==> config.mk <==
export PLATFORM = sky130hd
export DESIGN_NAME = frame_stream_ctrl
export DESIGN_NICKNAME = d
export VERILOG_FILES = /design/src/rtl/frame_stream_ctrl.sv
export SDC_FILE = /design/constraint.sdc
export NUM_CORES = 1
export LEC_CHECK = 0
export CORE_MARGIN = 5
export CORE_UTILIZATION = 25
export DETAILED_ROUTE_END_ITERATION = 10
export DONT_BUFFER_PORTS = 1
export GPL_ROUTABILITY_DRIVEN = 0
export GPL_TIMING_DRIVEN = 0
export PLACE_DENSITY = 0.36
export REMOVE_ABC_BUFFERS = 1
export SLEW_MARGIN = 10
export SYNTH_ARGS = -nofsm -noshare
export SYNTH_HDL_FRONTEND = slang
export SYNTH_SLANG_ARGS = --single-unit
==> constraint.sdc <==
create_clock -name HCLK -period 7.1 [get_ports HCLK]
set_input_delay 1.065 -clock HCLK [delete_from_list [all_inputs] [get_ports HCLK]]
set_output_delay 1.065 -clock HCLK [all_outputs]
set_load 0.05 [all_outputs]
==> src/rtl/frame_stream_ctrl.sv <==
// Frame sequencer for the multi-pixel streaming datapath: VSYNC/HSYNC framing,
// per-beat base pixel address, row index and a sticky frame-done flag.
module frame_stream_ctrl #(
  parameter int WIDTH       = 768,
  parameter int HEIGHT      = 512,
  parameter int PIX_PER_CLK = 8,
  parameter int START_DELAY = 100,
  parameter int HSYNC_DELAY = 160,
  parameter int ADDR_W      = 19,
  parameter int ROW_W       = (HEIGHT > 1) ? $clog2(HEIGHT) : 1
) (
  input  logic              HCLK,
  input  logic              HRESET,
  input  logic              start,
  input  logic              out_ready,
  output logic              VSYNC,
  output logic              HSYNC,
  output logic [ADDR_W-1:0] pix_addr,
  output logic [ROW_W-1:0]  row_idx,
  output logic              busy,
  output logic              ctrl_done
);

  localparam int BEATS   = WIDTH / PIX_PER_CLK;
  localparam int COL_W   = (BEATS > 1) ? $clog2(BEATS) : 1;
  localparam int DLY_MAX = (START_DELAY > HSYNC_DELAY) ? START_DELAY : HSYNC_DELAY;
  localparam int DLY_W   = (DLY_MAX > 1) ? $clog2(DLY_MAX) : 1;

  if (WIDTH % PIX_PER_CLK != 0) begin : g_chk_width
    $error("frame_stream_ctrl: WIDTH must be a multiple of PIX_PER_CLK");
  end
  if (!(PIX_PER_CLK == 1 || PIX_PER_CLK == 2 || PIX_PER_CLK == 4 ||
        PIX_PER_CLK == 8 || PIX_PER_CLK == 16)) begin : g_chk_ppc
    $error("frame_stream_ctrl: PIX_PER_CLK must be 1, 2, 4, 8 or 16");
  end
  if ((64'd1 << ADDR_W) < 64'(WIDTH) * 64'(HEIGHT)) begin : g_chk_addr
    $error("frame_stream_ctrl: ADDR_W too small for WIDTH*HEIGHT");
  end
  if (START_DELAY < 1 || HSYNC_DELAY < 1 || HEIGHT < 1) begin : g_chk_delay
    $error("frame_stream_ctrl: START_DELAY, HSYNC_DELAY and HEIGHT must be >= 1");
  end

  typedef enum logic [2:0] {
    S_IDLE  = 3'd0,
    S_VSYNC = 3'd1,
    S_GAP   = 3'd2,
    S_DATA  = 3'd3,
    S_DONE  = 3'd4
  } state_t;

  state_t            r_state;
  state_t            w_next;
  logic [DLY_W-1:0]  r_dly;
  logic [DLY_W-1:0]  w_dly_nxt;
  logic [COL_W-1:0]  r_col;
  logic [COL_W-1:0]  w_col_nxt;
  logic [ROW_W-1:0]  r_row;
  logic [ROW_W-1:0]  w_row_nxt;
  logic [ADDR_W-1:0] r_addr;
  logic [ADDR_W-1:0] w_addr_nxt;
  logic              r_vsync;
  logic              r_data_en;
  logic              r_busy;
  logic              r_done;
  logic              w_vsync_nxt;
  logic              w_data_en_nxt;
  logic              w_busy_nxt;
  logic              w_done_nxt;
  logic              w_beat;
  logic              w_last_col;
  logic              w_last_row;

  // HSYNC is the registered data-phase enable gated by the writer's ready
  assign w_beat     = r_data_en & out_ready;
  assign w_last_col = (r_col == COL_W'(BEATS - 1));
  assign w_last_row = (r_row == ROW_W'(HEIGHT - 1));

  always_ff @(posedge HCLK or posedge HRESET) begin
    if (HRESET) begin
      r_state <= S_IDLE;
    end else begin
      r_state <= w_next;
    end
  end

  always_comb begin
    w_next     = r_state;
    w_dly_nxt  = r_dly;
    w_col_nxt  = r_col;
    w_row_nxt  = r_row;
    w_addr_nxt = r_addr;
    case (r_state)
      S_IDLE, S_DONE: begin
        if (start) begin
          w_next     = S_VSYNC;
          w_dly_nxt  = DLY_W'(START_DELAY - 1);
          w_col_nxt  = COL_W'(0);
          w_row_nxt  = ROW_W'(0);
          w_addr_nxt = ADDR_W'(0);
        end else begin
          w_next = r_state;
        end
      end
      S_VSYNC: begin
        if (r_dly == DLY_W'(0)) begin
          w_next    = S_GAP;
          w_dly_nxt = DLY_W'(HSYNC_DELAY - 1);
        end else begin
          w_dly_nxt = r_dly - DLY_W'(1);
        end
      end
      S_GAP: begin
        if (r_dly == DLY_W'(0)) begin
          w_next = S_DATA;
        end else begin
          w_dly_nxt = r_dly - DLY_W'(1);
        end
      end
      S_DATA: begin
        // the final beat leaves pix_addr on the last beat address, never past it
        if (!w_beat) begin
          w_next = S_DATA;
        end else if (!w_last_col) begin
          w_col_nxt  = r_col + COL_W'(1);
          w_addr_nxt = r_addr + ADDR_W'(PIX_PER_CLK);
        end else if (w_last_row) begin
          w_next = S_DONE;
        end else begin
          w_next     = S_GAP;
          w_dly_nxt  = DLY_W'(HSYNC_DELAY - 1);
          w_col_nxt  = COL_W'(0);
          w_row_nxt  = r_row + ROW_W'(1);
          w_addr_nxt = r_addr + ADDR_W'(PIX_PER_CLK);
        end
      end
      default: begin
        w_next = S_IDLE;
      end
    endcase
  end

  // Outputs are decoded from the next state so the registered copies line up with it
  always_comb begin
    w_vsync_nxt   = (w_next == S_VSYNC);
    w_data_en_nxt = (w_next == S_DATA);
    w_busy_nxt    = (w_next != S_IDLE) && (w_next != S_DONE);
    w_done_nxt    = (w_next == S_DONE);
  end

  always_ff @(posedge HCLK or posedge HRESET) begin
    if (HRESET) begin
      r_dly     <= DLY_W'(0);
      r_col     <= COL_W'(0);
      r_row     <= ROW_W'(0);
      r_addr    <= ADDR_W'(0);
      r_vsync   <= 1'b0;
      r_data_en <= 1'b0;
      r_busy    <= 1'b0;
      r_done    <= 1'b0;
    end else begin
      r_dly     <= w_dly_nxt;
      r_col     <= w_col_nxt;
      r_row     <= w_row_nxt;
      r_addr    <= w_addr_nxt;
      r_vsync   <= w_vsync_nxt;
      r_data_en <= w_data_en_nxt;
      r_busy    <= w_busy_nxt;
      r_done    <= w_done_nxt;
    end
  end

  assign VSYNC     = r_vsync;
  assign HSYNC     = w_beat;
  assign pix_addr  = r_addr;
  assign row_idx   = r_row;
  assign busy      = r_busy;
  assign ctrl_done = r_done;

endmodule

# [Yosys cells after proc, flatten, opt, wreduce, memory -nomap -nowiden]
# Cells that the tools add are included.
[op_classes] add_sub_neg=4 n_eq_ne=16 n_mux=29 bitwise=1 reduce_logical=10
[op_table] cell="2-to-1 mux 19 bit" count=4
[op_table] cell="2-to-1 mux 8 bit" count=6
[op_table] cell="case mux 19 bit (2 select lines)" count=1
[op_table] cell="2-to-1 mux 9 bit" count=4
[op_table] cell="case mux 8 bit (4 select lines)" count=1
[op_table] cell="2-to-1 mux 7 bit" count=4
[op_table] cell="adder 19 x 4 -> 19 bit, second input constant" count=1
[op_table] cell="2-to-1 mux 3 bit" count=6
[op_table] cell="case mux 9 bit (2 select lines)" count=1
[op_table] cell="case mux 7 bit (2 select lines)" count=1
[op_table] cell="case mux 3 bit (4 select lines)" count=1
[op_table] cell="inequality test 2 bit, second input constant" count=5
[op_table] cell="adder 9 x 1 -> 9 bit, second input constant" count=1
[op_table] cell="equality test 3 x 2 -> 1 bit, second input constant" count=3
[op_table] cell="equality test 9 bit, second input constant" count=1
[op_table] cell="logical NOT 8 bit" count=1
[op_table] cell="subtractor 8 x 1 -> 8 bit, second input constant" count=1
[op_table] cell="adder 7 x 1 -> 7 bit, second input constant" count=1
[op_table] cell="equality test 7 bit, second input constant" count=1
[op_table] cell="equality test 3 x 1 -> 1 bit, second input constant" count=2
[op_table] cell="equality test 3 bit, second input constant" count=2
[op_table] cell="inequality test 3 bit, second input constant" count=2
[op_table] cell="AND reduction 6 bit" count=1
[op_table] cell="AND reduction 5 bit" count=1
[op_table] cell="8 further kinds" count=8
[totals] register_bits=50 in_bits=4 word_cells=69

# [Depth between registers and ports, before layout]
# Gate-level depths: netlist of the first run.
[depth] ltp_word=7 ltp_mapped=10 mapped_depth_nobuf=9

# [Worst setup path after synthesis of the first run]
# Ideal clock, no wire load.
[synth_path] path_kind="in2out" startpoint="input port out_ready" endpoint="output port HSYNC" arrival_ps=1577 required_ps=6035 setup_slack_ps=4458 cell_stages=2 n_path_buf=0 path_cell_list="nand2_1 -> inv_1"
[synth_via] elab_chain_cells=1
[synth_rtl] element="from (decl)" line_no="15" rtl="input logic out_ready,"
[synth_rtl] element="bitwise AND 1 bit" line_no="74" rtl="assign w_beat = r_data_en & out_ready;"
[synth_rtl] element="to (decl)" line_no="17" rtl="output logic HSYNC,"
# Every way passes these cells.

# [Worst setup path after layout of the first run]
[layout_path] startpoint="register r_row[2] (netlist: row_idx[2])" endpoint="register r_row[6] (netlist: row_idx[6])"
[layout_via] elab_chain_cells=5
[layout_rtl] element="from (decl)" line_no="57" rtl="logic [ROW_W-1:0] r_row;"
[layout_rtl] element="from (signal assigned)" line_no="163" rtl="r_row <= w_row_nxt;"
[layout_rtl] element="adder 9 x 1 -> 9 bit" line_no="132" rtl="w_row_nxt = r_row + ROW_W'(1);"
[layout_rtl] element="2-to-1 mux 9 bit" line_no="126" rtl="end else if (w_last_row) begin"
[layout_rtl] element="2-to-1 mux 9 bit" line_no="123" rtl="end else if (!w_last_col) begin"
[layout_rtl] element="2-to-1 mux 9 bit" line_no="121" rtl="if (!w_beat) begin"
[layout_rtl] element="case mux 9 bit (2 select lines)" line_no="92" rtl="case (r_state)"
# Parallel ways exist; a longest one is shown, timed or not. The select of a mux whose other input is x is not followed.
# A chain may end at the register's enable or synchronous reset.

==> impl_results.md, run 1 <==
* Arrival time at the worst endpoint at 3150 ps
* Starting density of the core at 25.5%
* Most instantiated flip-flop cell in the synthesis netlist: dfrtp_1
* Post-route clock skew at 18.3 ps
* Leading area contributor after synthesis: dfrtp_1
* Post-CTS setup buffer count at 0
* Total power density per cell area at 211 nW/um2
* Required time at the endpoint of the critical path at 7320 ps
* Syn Area/Cell at 9.52 um2
* Total chip power at 636 uW
* Net count of the finished layout at 295
* Max Root-Sink Buffers at 2
* Reg-to-reg setup timing slack at 4170 ps
* Detail Route Antenna Nets at 0
* Post-synth design cell area at 2750 um2
* Post-cts repair resize count at 0
* Setup_tns at 0 ps
* Reported net switching power at 190 uW
* WHS Path Cells at 1
* Total of buffers placed on input and output ports at 0
* Seq pwr share at 52.2%
* Antenna fix cells at 0
* Hold EP: r_col[0]$_DFFE_PP0P_
* CTS H-tree lvls at 2
* Post-placement cell count at 418
* Number of vias in the routed layout at 2095
* Setup violations, final at 0
* Detail-routed net length per standard cell at 16.8 um
* Most instantiated cells after synthesis: 47 x dfrtp_1, 31 x nor2_1, 25 x nand2_1
* Most used standard cell by instance count after synthesis: dfrtp_1
* Clock Root Buffer: clkbuf_8
* Fraction of the yosys area taken by sequential cells at 42.7%
* Vias in the first global route at 2130
* Cells after Synth at 289
* Period utilisation layout at 41.2%
* Seq cells post-synth at 47
* R2R Path Start: row_idx[2]$_DFFE_PP0P_
* Result of the run: finished, final reports clean
* Worst setup path category: register to register
* Worst vdd ir at 0.102 mV
* Reg clk slew, reported paths at 90 ps
* First-pass GRT wire length at 11700 um
* Top fanout value on the critical path at 11
* Seq. cell area at 1180 um2
* Max_slew headroom at 41.1%
* Die area at 13200 um2
* Area share of the largest cell type after synthesis at 42.7%
* Final routed wirelength across all metal layers at 7160 um
* Largest net degree at the start of global routing at 29
* Distinct cell type count of the synthesized netlist at 54
* Layout cell share with drive strength beyond 1 at 10.8%
* CTS tree: done
* Least-Margin Pin Slew at 884 ps
* Hold-fix buffers, CTS at 0
* Synth Warn # at 0
* Die extent in y at 115 um
* Width of the chip at 115 um
* Inserted Clock Buffers at 5
* Worst min path class: register to register
* Worst Min Path Start: r_col[0]$_DFFE_PP0P_
* Number of cells on the worst reg-to-reg path at 8
* Start point of the critical path: row_idx[2]$_DFFE_PP0P_
* Antenna violations before repair at 0
* Via count normalized by instance count at 4.92
* Clock tree sinks at 47
* Number of endpoints with negative hold slack in the final report at 0
* Area of the multi-input gates at 1470 um2
* Non-filler instance count after layout at 426
* Top-level port count at 36
* Dpl hpwl at 5000 um
* Final Hold Slack at 524 ps
* GR Overflow Total at 0
* EDFF count, synth at 0
* Largest cells by area after synthesis: dfrtp_1 43%, nor4_2 4.5%, nor2_1 4.2%, xnor2_1 3.5%, nand2_1 3.4%
* Setup repair after global routing missed its margin: false
* Clock power share at 37.9%
* Switching Fraction at 29.9%
* Clock latency of the later-clocked register in the worst-skew pair at 320 ps
* Design internal power at 446 uW
* Relative area change from synthesis to final layout at 9.27%
* Crit start category: register
* Time the final worst path needs with I/O delays and setup at 2930 ps
* Cell row count at 38
* Core region area at 10800 um2
* DRC violation count after routing at 0
* Initial detailed-routing violation count at 119
* Highest Clock Rate at 342 MHz
* Share of total power in combinational logic at 9.9%
* Pleak at 1.14 nW
* Pre-Repair DR Iteration Count at 4
* Endpoint of the lowest-slack register-to-register path: row_idx[6]$_DFFE_PP0P_
* Share of synthesized flip-flops with an asynchronous set or reset at 100%
* MaxCap Viol Count at 0
* Worst Setup End Kind: register
* Max Slew Vio Count at 0
* Overall fraction of global-route tracks in use at 11.3%
* Fill cell count at 1132
==> through the flow <==
stage / setup slack, ps / utilization, % / cell area (um2)
after CTS: 4160 / 27.9 / 3010
after global routing: 4010 / 27.9 / 3010
after floorplan: 3840 / - / 2660
final: 4170 / 27.9 / 3010
after global placement: 3110 / 26.3 / 2840
after detailed placement: 4190 / 26.6 / 2870
==> area by class of cell <==
cell class / instances / share of cell area [%]
Clock buffer: 5 / 2.29
Clock inverter: 3 / 2.25
Inverter: 7 / 0.874
Multi-Input combinational cell: 222 / 48.8
Sequential cell: 47 / 39.1
Tap cell: 140 / 5.82
Timing Repair Buffer: 2 / 0.915
==> cells in the final DEF (no fill, tap or decap), types with 8 or more instances in the layout <==
| cell | instances |
|---|---|
| a21oi_1 | 15 |
| dfrtp_1 | 47 |
| nand2_1 | 25 |
| nand3_1 | 11 |
| nand4_1 | 8 |
| nor2_1 | 31 |
| nor3_1 | 9 |
| nor4_2 | 10 |
| o21ai_0 | 12 |
| xnor2_1 | 11 |
| xor2_1 | 9 |
==> metal layers <==
| layer | vias to the layer above | global-route usage, % | part of all wire (%) |
|---|---|---|---|
| met1 | 1027 | 15.3 | 48 |
| met5 | - | 0 | 0 |
| met4 | 0 | 3.05 | 1.1 |
| li1 | 1031 | - | - |
| met3 | 6 | 3.42 | 5.0 |
| met2 | 31 | 17.5 | 46 |
==> worst max-delay path, cell delays in order (launching register included) <==
cell     delay, ps
dfrtp_1        610
and3_1         330
and3_1         200
and3_1         190
ha_1           280
nor4_4         470
o21ai_2        210
or3_1          410
a21oi_1        150
==> power by group through the flow <==
stage | clock, mW | combinational, mW | sequential [mW]
global placement | 0 | 0.0608 | 0.338
CTS | 0.252 | 0.0643 | 0.333
detailed placement | 0 | 0.0638 | 0.338
floorplan | 0 | 0.0490 | 0.331
finish | 0.241 | 0.0627 | 0.332
global route | 0.262 | 0.0718 | 0.336
==> flip-flops by register name (all words and copies together) (netlist names), 3 cells and up <==
| signal | flops |
|---|---|
| pix_addr | 16 |
| row_idx | 9 |
| r_dly | 8 |
| r_state | 3 |
| r_col | 7 |
==> cell families (layout without fill, tap and decap cells) <==
group | Yosys count | count (layout) | share of synthesized area [%]
AOI/OAI and AO/OA | 61 | 61 | 15.6
muxes | 1 | 1 | 0.409
DFF | 47 | 47 | 42.7
adders and majority gates | 6 | 6 | 2.73
xor gates and xnor gates | 20 | 20 | 6.36
buffers and inverters | 22 | 17 | 4.55
and+or+nand+nor | 131 | 131 | 27.5
other | 1 | 3 | 0.136
==> worst max path at each step <==
stage | end | slack [ps] | cells past startpoint
floorplan | r_col[5]$_DFFE_PP0P_ | 3840 | 9
global placement | r_col[5]$_DFFE_PP0P_ | 3110 | 9
detailed placement | row_idx[6]$_DFFE_PP0P_ | 4190 | 8
CTS | row_idx[6]$_DFFE_PP0P_ | 4160 | 8
global route | row_idx[5]$_DFFE_PP0P_ | 4010 | 8
finish | row_idx[6]$_DFFE_PP0P_ | 4170 | 8
No activity file was read; power rests on OpenSTA's default activity.
==> run 2: changes to the inputs <==
==> constraint.sdc (replaced) <==
create_clock -name HCLK -period 2.7 [get_ports HCLK]
set_input_delay 0.405 -clock HCLK [delete_from_list [all_inputs] [get_ports HCLK]]
set_output_delay 0.405 -clock HCLK [all_outputs]
set_load 0.05 [all_outputs]
==> run 2 against run 1 <==
  * Power grew to 2.6 times the previous value
  * Clock power grew to 2.6 times the previous value
  * Sequential share of layout area is 0.81 points lower
  * Sequential cell count stayed put
  * Setup slack worse by 4100 ps
  * Largest cell class unchanged
  * Largest power group unchanged
==> impl_results.md, run 2 (same netlist as run 1, synthesis figures left out) <==
* Setup_tns at 0 ps (unchanged)
* Pre-Repair DR Iteration Count at 4 (unchanged)
* Max Slew Vio Count at 0 (unchanged)
* Clock power share at 37.8% (about the same)
* Number of vias in the routed layout at 2096 (+0.048%)
* Antenna fix cells at 0 (unchanged)
* Die extent in y at 115 um (unchanged)
* Arrival time at the worst endpoint at 2750 ps (-400 ps)
* Period utilisation layout at 95.7% (+54 points)
* Worst vdd ir at 0.272 mV (+170%)
* Time the final worst path needs with I/O delays and setup at 2580 ps (-342 ps)
* CTS H-tree lvls at 2 (unchanged)
* Starting density of the core at 25.5% (unchanged)
* Family of cells with the greatest summed delay on the critical path: simple AND/OR/NAND/NOR gates
* Die area at 13200 um2 (unchanged)
* Total power density per cell area at 545 nW/um2 (+160%)
* Result of the run: finished, final reports clean
* Clock Root Buffer: clkbuf_8
* Reg clk slew, reported paths at 90 ps (about the same)
* Switching Fraction at 30.0% (+0.11 points)
* Most used cells in the layout excluding fill and tap cells: 42 x dfrtp_1, 31 x nor2_1, 25 x nand2_1, 15 x a21oi_1, 12 x o21ai_0
* Most Frequent Cell on Critical Path: and3_1
* Start point of the critical path: row_idx[2]$_DFFE_PP0P_
* Final core occ at 28.6% (+0.74 points)
* Core region area at 10800 um2 (unchanged)
* Total chip power at 1.68 mW (+160%)
* Detail Route Antenna Nets at 0 (unchanged)
* Top-level port count at 36 (unchanged)
* Capture point of the critical path: pix_addr[9]$_DFFE_PP0P_
* First-pass GRT wire length at 11700 um (+0.30%)
* Total buffers and inverters traversed by the critical path at 1 (+1)
* Slowest cell on the critical path: dfrtp_2
* Max FFs per register at 16 (unchanged)
* Cells along the critical path: and3_1 -> and3_1 -> and3_1 -> ha_4 -> nand2_1 -> o32ai_4 -> buf_6 -> nor4_2 -> xnor2_1 -> nor2_1
* Final routed wirelength across all metal layers at 7210 um (+0.63%)
* Number of endpoints with negative hold slack in the final report at 0 (unchanged)
* Pleak at 1.16 nW (+1.2%)
* Clock tree sinks at 47 (unchanged)
* GR Overflow Total at 0 (unchanged)
* DRC violation count after routing at 0 (unchanged)
* Width of the chip at 115 um (unchanged)
* Least-Margin Pin Slew at 894 ps (+10.7 ps)
* Initial detailed-routing violation count at 129 (+8.4%)
* MaxCap Viol Count at 0 (unchanged)
* Inserted Clock Buffers at 5 (unchanged)
* Most common library cell in the layout ignoring fill and taps: dfrtp_1
* Detail-routed net length per standard cell at 16.8 um (about the same)
* Required time at the endpoint of the critical path at 2860 ps (-4460 ps)
* Design internal power at 1.18 mW (+160%)
* Max_slew headroom at 40.4% (-0.71 points)
* Layout cell share with drive strength beyond 1 at 13.8% (+3.0 points)
* Setup repair after global routing missed its margin: false
* R2R Path Start: row_idx[2]$_DFFE_PP0P_
* Fill cell count at 1121 (-0.97%)
* Top fanout value on the critical path at 9 (-2)
* Number of cells on the worst reg-to-reg path at 10 (+2)
* Endpoint of the lowest-slack register-to-register path: pix_addr[9]$_DFFE_PP0P_
* Via count normalized by instance count at 4.89 (-0.65%)
* Worst min path class: input port to register
* CTS tree: done
* Clock latency of the later-clocked register in the worst-skew pair at 320 ps (about the same)
* Setup violations, final at 0 (unchanged)
* Antenna violations before repair at 0 (unchanged)
* Crit start category: register
* Worst Setup End Kind: register
* Levels on crit path at 10 (+2)
* Worst setup path category: register to register
* Overall fraction of global-route tracks in use at 11.3% (+0.033 points)
* CP peak stage delay at 540 ps (-70 ps)
* Largest net degree at the start of global routing at 29 (unchanged)
* Total of buffers placed on input and output ports at 0 (unchanged)
* Cell row count at 38 (unchanged)
* Seq pwr share at 51.9% (-0.3 points)
* Relative area change from synthesis to final layout at 12.2%
* Share of total power in combinational logic at 10.3% (+0.4 points)
* Net count of the finished layout at 298 (+1.0%)
* Max Root-Sink Buffers at 2 (unchanged)
* Vias in the first global route at 2128 (-0.094%)
* Highest Clock Rate at 387 MHz (+13%)
* Reported net switching power at 505 uW (+170%)
* Post-route clock skew at 15.8 ps (-2.48 ps)
* Reg-to-reg setup timing slack at 120 ps (-4060 ps)
* Dpl hpwl at 5000 um (unchanged)
==> run 2: area by class of cell <==
cell class | count | area [um2] | area share (%)
Clock buffer | 5 | 68.8 | 2.23
Clock inverter | 3 | 67.6 | 2.19
Inverter | 7 | 26.3 | 0.851
Multi-Input combinational cell | 222 | 1500 | 48.5
Sequential cell | 47 | 1180 | 38.3
Tap cell | 140 | 175 | 5.67
Timing Repair Buffer | 5 | 68.8 | 2.23
==> run 2: repair_timing <==
action,4_1_cts,5_1_grt
pin swaps,1,1
resized for setup,6,5
hold buffers,1,0
setup endpoints to repair,29,20
hold endpoints to repair,11,0
setup buffers,1,1
==> run 2: metrics by stage <==
stage | instances | instance area [um2] | hold WS (ps) | setup WS [ps]
after detailed placement | 418 | 2870 | 348 | -209
after CTS | 428 | 3030 | 385 | 8.87
after global routing | 429 | 3090 | 415 | 7.72
after global placement | 416 | 2840 | 505 | -1290
after floorplan | 276 | 2660 | 481 | -556
final | 429 | 3090 | 413 | 116
==> run 2: tightest hold or removal path, cell delays in order <==
cell     delay (ps)
nor3_1           90
nand2_1         110
o31ai_1          80
==> run 2: how the worst min path moves through the flow <==
stage / cells past startpoint / from / end / slack [ps]
detailed placement: 1 / HRESET / row_idx[7]$_DFFE_PP0P_ / 350
floorplan: 1 / r_col[0]$_DFFE_PP0P_ / r_col[0]$_DFFE_PP0P_ / 480
finish: 3 / start / r_state[2]$_DFF_PP0_ / 410
global placement: 1 / r_col[0]$_DFFE_PP0P_ / r_col[0]$_DFFE_PP0P_ / 510
global route: 3 / start / r_state[2]$_DFF_PP0_ / 410
CTS: 3 / start / r_state[2]$_DFF_PP0_ / 390
==> run 2: power groups by stage <==
| stage | Clock [mW] | Combinational [mW] | Sequential (mW) |
|---|---|---|---|
| CTS | 0.664 | 0.170 | 0.875 |
| global route | 0.688 | 0.198 | 0.884 |
| global placement | 0 | 0.160 | 0.890 |
| detailed placement | 0 | 0.168 | 0.889 |
| finish | 0.636 | 0.174 | 0.874 |
| floorplan | 0 | 0.129 | 0.870 |
==> run 2: layer usage <==
layer / vias to the layer above / wire, um / GRT usage, %
li1: 1034 / - / -
met1: 1029 / 3460 / 15.3
met2: 27 / 3310 / 17.6
met3: 6 / 351 / 3.42
met4: 0 / 82 / 3.05
met5: - / 0 / 0
==> run 3: changes to the inputs <==
--- a/config.mk
+++ b/config.mk
@@ -5,7 +5,6 @@
 export SDC_FILE = /design/constraint.sdc
 export NUM_CORES = 1
 export LEC_CHECK = 0
-export CORE_MARGIN = 5
 export CORE_UTILIZATION = 25
 export DETAILED_ROUTE_END_ITERATION = 10
 export DONT_BUFFER_PORTS = 1
==> run 3 against run 2 <==
  * Die area down 13%
  * Register-to-register slack better by 50 ps
  * Via count up 0.14%
  * Critical path depth stayed put
  * Sequential power about the same
  * Power shrank 4.9%
  * Maximum frequency is 2.0% higher
  * Final area is 0.12% lower
  * Largest power group unchanged
  * Highest routed layer unchanged
==> impl_results.md, run 3 (same netlist as run 1, synthesis figures left out) <==
* Overall fraction of global-route tracks in use at 12.9% (+1.6 points)
* Worst vdd ir at 0.205 mV (-25%)
* Initial detailed-routing violation count at 125 (-3.1%)
* Post-route clock skew at 9.74 ps (-6.09 ps)
* Most common library cell in the layout ignoring fill and taps: dfrtp_1
* Pre-Repair DR Iteration Count at 4 (unchanged)
* Inserted Clock Buffers at 5 (unchanged)
* Worst Setup End Kind: register
* Max Slew Vio Count at 0 (unchanged)
* Fill cell count at 1096 (-2.2%)
* Reg clk slew, reported paths at 90 ps (about the same)
* Final routed wirelength across all metal layers at 6870 um (-4.6%)
* Dpl hpwl at 4790 um (-4.2%)
* Antenna violations before repair at 0 (unchanged)
* MaxCap Viol Count at 0 (unchanged)
* Switching Fraction at 30.8% (+0.77 points)
* Clock tree sinks at 47 (unchanged)
* Least-Margin Pin Slew at 889 ps (-5.30 ps)
* Most Frequent Cell on Critical Path: and3_1
* Highest Clock Rate at 395 MHz (+2.0%)
* Number of vias in the routed layout at 2099 (+0.14%)
* Clock latency of the later-clocked register in the worst-skew pair at 300 ps (-20 ps)
* Antenna fix cells at 0 (unchanged)
* Seq pwr share at 54.5% (+2.6 points)
* GRT busiest layer: met2
* Required time at the endpoint of the critical path at 2860 ps (about the same)
* GR Overflow Total at 0 (unchanged)
* Max FFs per register at 16 (unchanged)
* Detail Route Antenna Nets at 0 (unchanged)
* Final Hold Slack at 427 ps (+14.1 ps)
* Share of total power in combinational logic at 10.8% (+0.5 points)
* Vias in the first global route at 2103 (-1.2%)
* Width of the chip at 107 um (-7.0%)
* Setup violations, final at 0 (unchanged)
* CTS tree: done
* Pleak at 1.16 nW (+0.36%)
* Cell row count at 37 (-2.6%)
* Total of buffers placed on input and output ports at 0 (unchanged)
* Via count normalized by instance count at 4.93 (+0.85%)
* Layout cell share with drive strength beyond 1 at 14.5% (+0.64 points)
* DRC violation count after routing at 0 (unchanged)
* Clock power share at 34.7% (-3.1 points)
* Setup_tns at 0 ps (unchanged)
* Arrival time at the worst endpoint at 2690 ps (-60 ps)
* Slowest cell on the critical path: dfrtp_2
* Crit start category: register
* Most used cells in the layout excluding fill and tap cells: 42 x dfrtp_1, 31 x nor2_1, 25 x nand2_1, 15 x a21oi_1, 12 x o21ai_0
* Top-level port count at 36 (unchanged)
* Core region area at 10500 um2 (-2.6%)
* Relative area change from synthesis to final layout at 12.0%
* Net count of the finished layout at 299 (+0.34%)
* Starting density of the core at 26.2% (+0.69 points)
* Clock Root Buffer: clkbuf_8
* Design internal power at 1.11 mW (-5.9%)
* Met3 Usage GRT at 3.59% (+0.17 points)
* Global routing met2 resource utilization at 20.0% (+2.4 points)
* CP peak stage delay at 550 ps (about the same)
* Time the final worst path needs with I/O delays and setup at 2530 ps (-49.7 ps)
* First-pass GRT wire length at 11500 um (-2.0%)
* Top fanout value on the critical path at 6 (-3)
* Largest net degree at the start of global routing at 33 (+14%)
* Max_slew headroom at 40.7% (+0.35 points)
* Cells along the critical path: and3_1 -> and3_1 -> and3_1 -> ha_4 -> nand2_1 -> o32ai_4 -> buf_12 -> nor4_2 -> xnor2_1 -> nor2_1
* CTS H-tree lvls at 2 (unchanged)
* Die extent in y at 107 um (-7.0%)
* Die area at 11400 um2 (-13%)
* Number of endpoints with negative hold slack in the final report at 0 (unchanged)
* Result of the run: finished, final reports clean
* Detail-routed net length per standard cell at 16.1 um (-4.0%)
* Total power density per cell area at 519 nW/um2 (-4.8%)
* Reported net switching power at 493 uW (-2.4%)
* Max Root-Sink Buffers at 2 (unchanged)
* Worst min path class: input port to register
* Period utilisation layout at 93.9% (-1.8 points)
* Worst setup path category: register to register
* Setup repair after global routing missed its margin: false
* Met1 track demand over resource at 18.0% (+2.7 points)
==> run 3: cell types whose count changed in the layout (fill, tap and decap cells not counted) <==
cell,change
o31ai_2,+1
clkinvlp_4,-1
o21ai_2,-1
o31ai_1,-1
buf_4,+1
clkinv_2,+1
o21ai_4,+1
bufinv_16,-1
clkbuf_8,+1
==> run 3: per-layer routing <==
layer  vias up  part of all wire (%)
met5         -                     0
met4         0                  0.63
met3         4                   3.9
met2        32                    45
met1      1019                    51
li1       1044                     -
==> run 3: path summary, 6_finish.rpt <==
path                                   startpoint                 endpoint  cells past startpoint  slack [ps]
max                        row_idx[2]$_DFFE_PP0P_  pix_addr[9]$_DFFE_PP0P_                     10         170
min                                         start     r_state[2]$_DFF_PP0_                      3         430
max reg2reg                row_idx[2]$_DFFE_PP0P_  pix_addr[9]$_DFFE_PP0P_                     10         170
min reg2reg                  r_col[0]$_DFFE_PP0P_     r_col[0]$_DFFE_PP0P_                      1         530
max in group asynchronous                  HRESET   row_idx[4]$_DFFE_PP0P_                      3        1650
min in group asynchronous                  HRESET     r_dly[3]$_DFFE_PP0P_                      2         530
==> run 3: power groups by stage <==
| stage | sequential (mW) | combinational [mW] | clock (mW) |
|---|---|---|---|
| after floorplan | 0.870 | 0.129 | 0 |
| after global placement | 0.888 | 0.160 | 0 |
| after detailed placement | 0.888 | 0.168 | 0 |
| after CTS | 0.874 | 0.175 | 0.580 |
| after global routing | 0.885 | 0.197 | 0.610 |
| final | 0.873 | 0.173 | 0.556 |
==> run 3: timing repair <==
| action | in CTS | in global routing |
|---|---|---|
| pin swaps | 2 | 1 |
| hold buffers | 1 | 0 |
| endpoints found under the hold margin | 15 | 0 |
| buffers inserted | 1 | 2 |
| resized for setup | 7 | 5 |
| endpoints found under the setup margin | 33 | 26 |
| gates cloned | 0 | 0 |
==> run 3: layout make-up <==
cell class	instances	area, um2	area share, %
clock buffer	6	82.6	2.68
clock inverter	2	35.0	1.14
sequential	47	1180	38.3
tap	136	170	5.52
multi-input combinational	222	1510	49.0
inverter	7	26.3	0.852
timing repair buffer	6	76.3	2.47
==> run 3: stage by stage <==
| stage | power (mW) | setup slack [ps] | util, % | instances | instance area (um2) |
|---|---|---|---|---|---|
| global route | 1.69 | 27.2 | 29.3 | 426 | 3080 |
| floorplan | 0.999 | -556 | - | 276 | 2660 |
| finish | 1.60 | 166 | 29.3 | 426 | 3080 |
| CTS | 1.63 | 25.2 | 28.9 | 424 | 3040 |
| global placement | 1.05 | -1380 | 26.9 | 412 | 2830 |
| detailed placement | 1.06 | -385 | 27.3 | 414 | 2870 |
==> run 3: critical path, delay by kind of cell, from the launching register on <==
| kind | cells | cell delay, ps |
|---|---|---|
| adder cells (fa/ha/maj) | 1 | 200 |
| AO/OA/AOI/OAI | 1 | 130 |
| buffers and inverters | 1 | 200 |
| AND/OR/NAND/NOR | 6 | 1150 |
| XOR/XNOR | 1 | 170 |
| flip-flops | 1 | 550 |
==> variant (flow settings as in run 3) <==
Encoding of `state_t`: now one-hot (5 bits for 5 states).
--- a/src/rtl/frame_stream_ctrl.sv
+++ b/src/rtl/frame_stream_ctrl.sv
@@ -41,10 +41,10 @@
   end
 
-  typedef enum logic [2:0] {
-    S_IDLE  = 3'd0,
-    S_VSYNC = 3'd1,
-    S_GAP   = 3'd2,
-    S_DATA  = 3'd3,
-    S_DONE  = 3'd4
+  typedef enum logic [4:0] {
+    S_IDLE  = 5'b00001,
+    S_VSYNC = 5'b00010,
+    S_GAP   = 5'b00100,
+    S_DATA  = 5'b01000,
+    S_DONE  = 5'b10000
   } state_t;
 
Check against the original RTL: same outputs for any inputs over 10 cycles, from zero or initial values and one cycle with HRESET high; not proved beyond that.
==> variant against run 3 <==
  * The run now ends with setup timing left
  * Wire length increased by 3.7%
  * Area after synthesis increased by 0.59%
  * Final area increased by 3.0%
  * Highest routed layer unchanged
  * Global-route usage about the same
  * Sequential cell count increased by 2
  * Utilization increased by 0.097 points
  * Worst setup slack got worse by 0.20 ns
Power is not compared: it rests on default switching activity, and its combinational part moved more than twofold at a synthesized area within 25%.
==> variant: results (changes against run 3) <==
status=finished with violations; failing checks=setup timing; synth top area cells=dfrtp_1 43%, o21ai_0 4.9%, a21oi_1 4.7%; Hold Path Class=primary input to asynchronous set/reset pin; Synth cell types=46 (-15%); final setup fails=4 (+4); final setup TNS=-0.06095 ns (-0.06095 ns); Sequential cell area=1237 um^2 (+4.7%); fraction of area in non-clock buffers=1.811% (-0.66 points); Slowest cell on crit path=dfrtp_4; first-pass GRT wire length=11660 um (+1.6%); nonclk inv count=13 (+6); Final Skew=0.01600 ns (+0.006267 ns); clk_lat worst skew=0.32 ns (+0.02 ns); WL met1=3441 um (-0.98%); DRT Wirelength=7123 um (+3.7%); Iter 0 DRT Violations=176 (+41%); Seq cells post-synth=49 (+4.3%); M3 GR Usage=3.222% (-0.36 points); Clock-cell share=3.780% (-0.034 points); global routing usage on met1=16.92% (-1.1 points); r2r endpoint=r_dly[5]; vias in the first global route=2247 (+6.8%); hold buffers post-CTS=0 (-1); fraction of layout cells with a size suffix above 1=16.40% (+1.9 points); Worst-path clk slew=0.11 ns (+0.02 ns); grt met2 use=20.92% (+0.92 points); delay of the slowest critical-path stage=0.60 ns (+0.05 ns); placed cells=439 (+6.0%); multi-input logic area=1539 um^2 (+1.8%); Non-Filler Instances=451 (+5.9%); Met2 Routed Length=3198 um (+3.7%); post-cts gate resize count=21 (+14); Cells after Synth=309 (+6.9%); Post-CTS Setup Repair Bufs=3 (+2); slack of the critical path=-0.02970 ns (-0.1953 ns); nets=320 (+7.0%); GRT Total Usage=12.84% (-0.020 points); vias=2295 (+9.3%); Met3 Wirelength=409 um (+53%); crit path DAT=2.94 ns (+0.25 ns); largest net degree at the start of global routing=36 (+9.1%); DP Wirelength=4922 um (+2.7%)
==> variant: cell types whose count changed after synthesis, sizes merged, moves of 9 or more <==
cell / change
nor4: -9
or4: +11
a21oi: +10
o21ai: +18
nor2: -14
xnor2: -9
==> variant: through the flow <==
| step | instance area (um^2) | power, uW | hold slack (ns) | setup WS [ns] |
|---|---|---|---|---|
| floorplan | 2696 | 1270 | 0.4815 | -0.5910 |
| global placement | 2872 | 1419 | 0.5178 | -2.415 |
| detailed placement | 2923 | 1443 | 0.3945 | -0.4834 |
| CTS | 3138 | 2069 | 0.03954 | -0.09304 |
| global route | 3178 | 2197 | 0.05707 | -0.1103 |
| finish | 3178 | 2071 | 0.01515 | -0.02970 |
==> variant: worst max-delay path by stage <==
stage,from,to,cells after the start
after global routing,row_idx[0],r_dly[5],10
after detailed placement,row_idx[0],r_dly[5],9
after CTS,row_idx[0],r_dly[5],10
after global placement,r_state[2],r_col[5],5
final,row_idx[0],r_dly[5],10
after floorplan,r_state[2],pix_addr[11],5
==> variant: power groups by stage <==
stage / clock network [uW] / registers [uW] / logic, uW
global route: 636 / 920 / 640
detailed placement: 0 / 921 / 522
global placement: 0 / 921 / 498
CTS: 611 / 908 / 549
finish: 590 / 908 / 573
floorplan: 0 / 903 / 367
==> variant: kinds of logic (layout without fill, tap and decap cells) <==
kind of cell | Yosys count | after routing | synth area share [%]
AOI/OAI and AO/OA | 90 | 91 | 20.11
xor gates and xnor gates | 3 | 3 | 0.9491
adders and majority gates | 6 | 6 | 2.711
buffers and inverters | 27 | 26 | 4.654
DFF | 49 | 49 | 44.33
muxes | 2 | 2 | 0.8133
other | 1 | 3 | 0.1354
and+or+nand+nor | 131 | 131 | 26.30
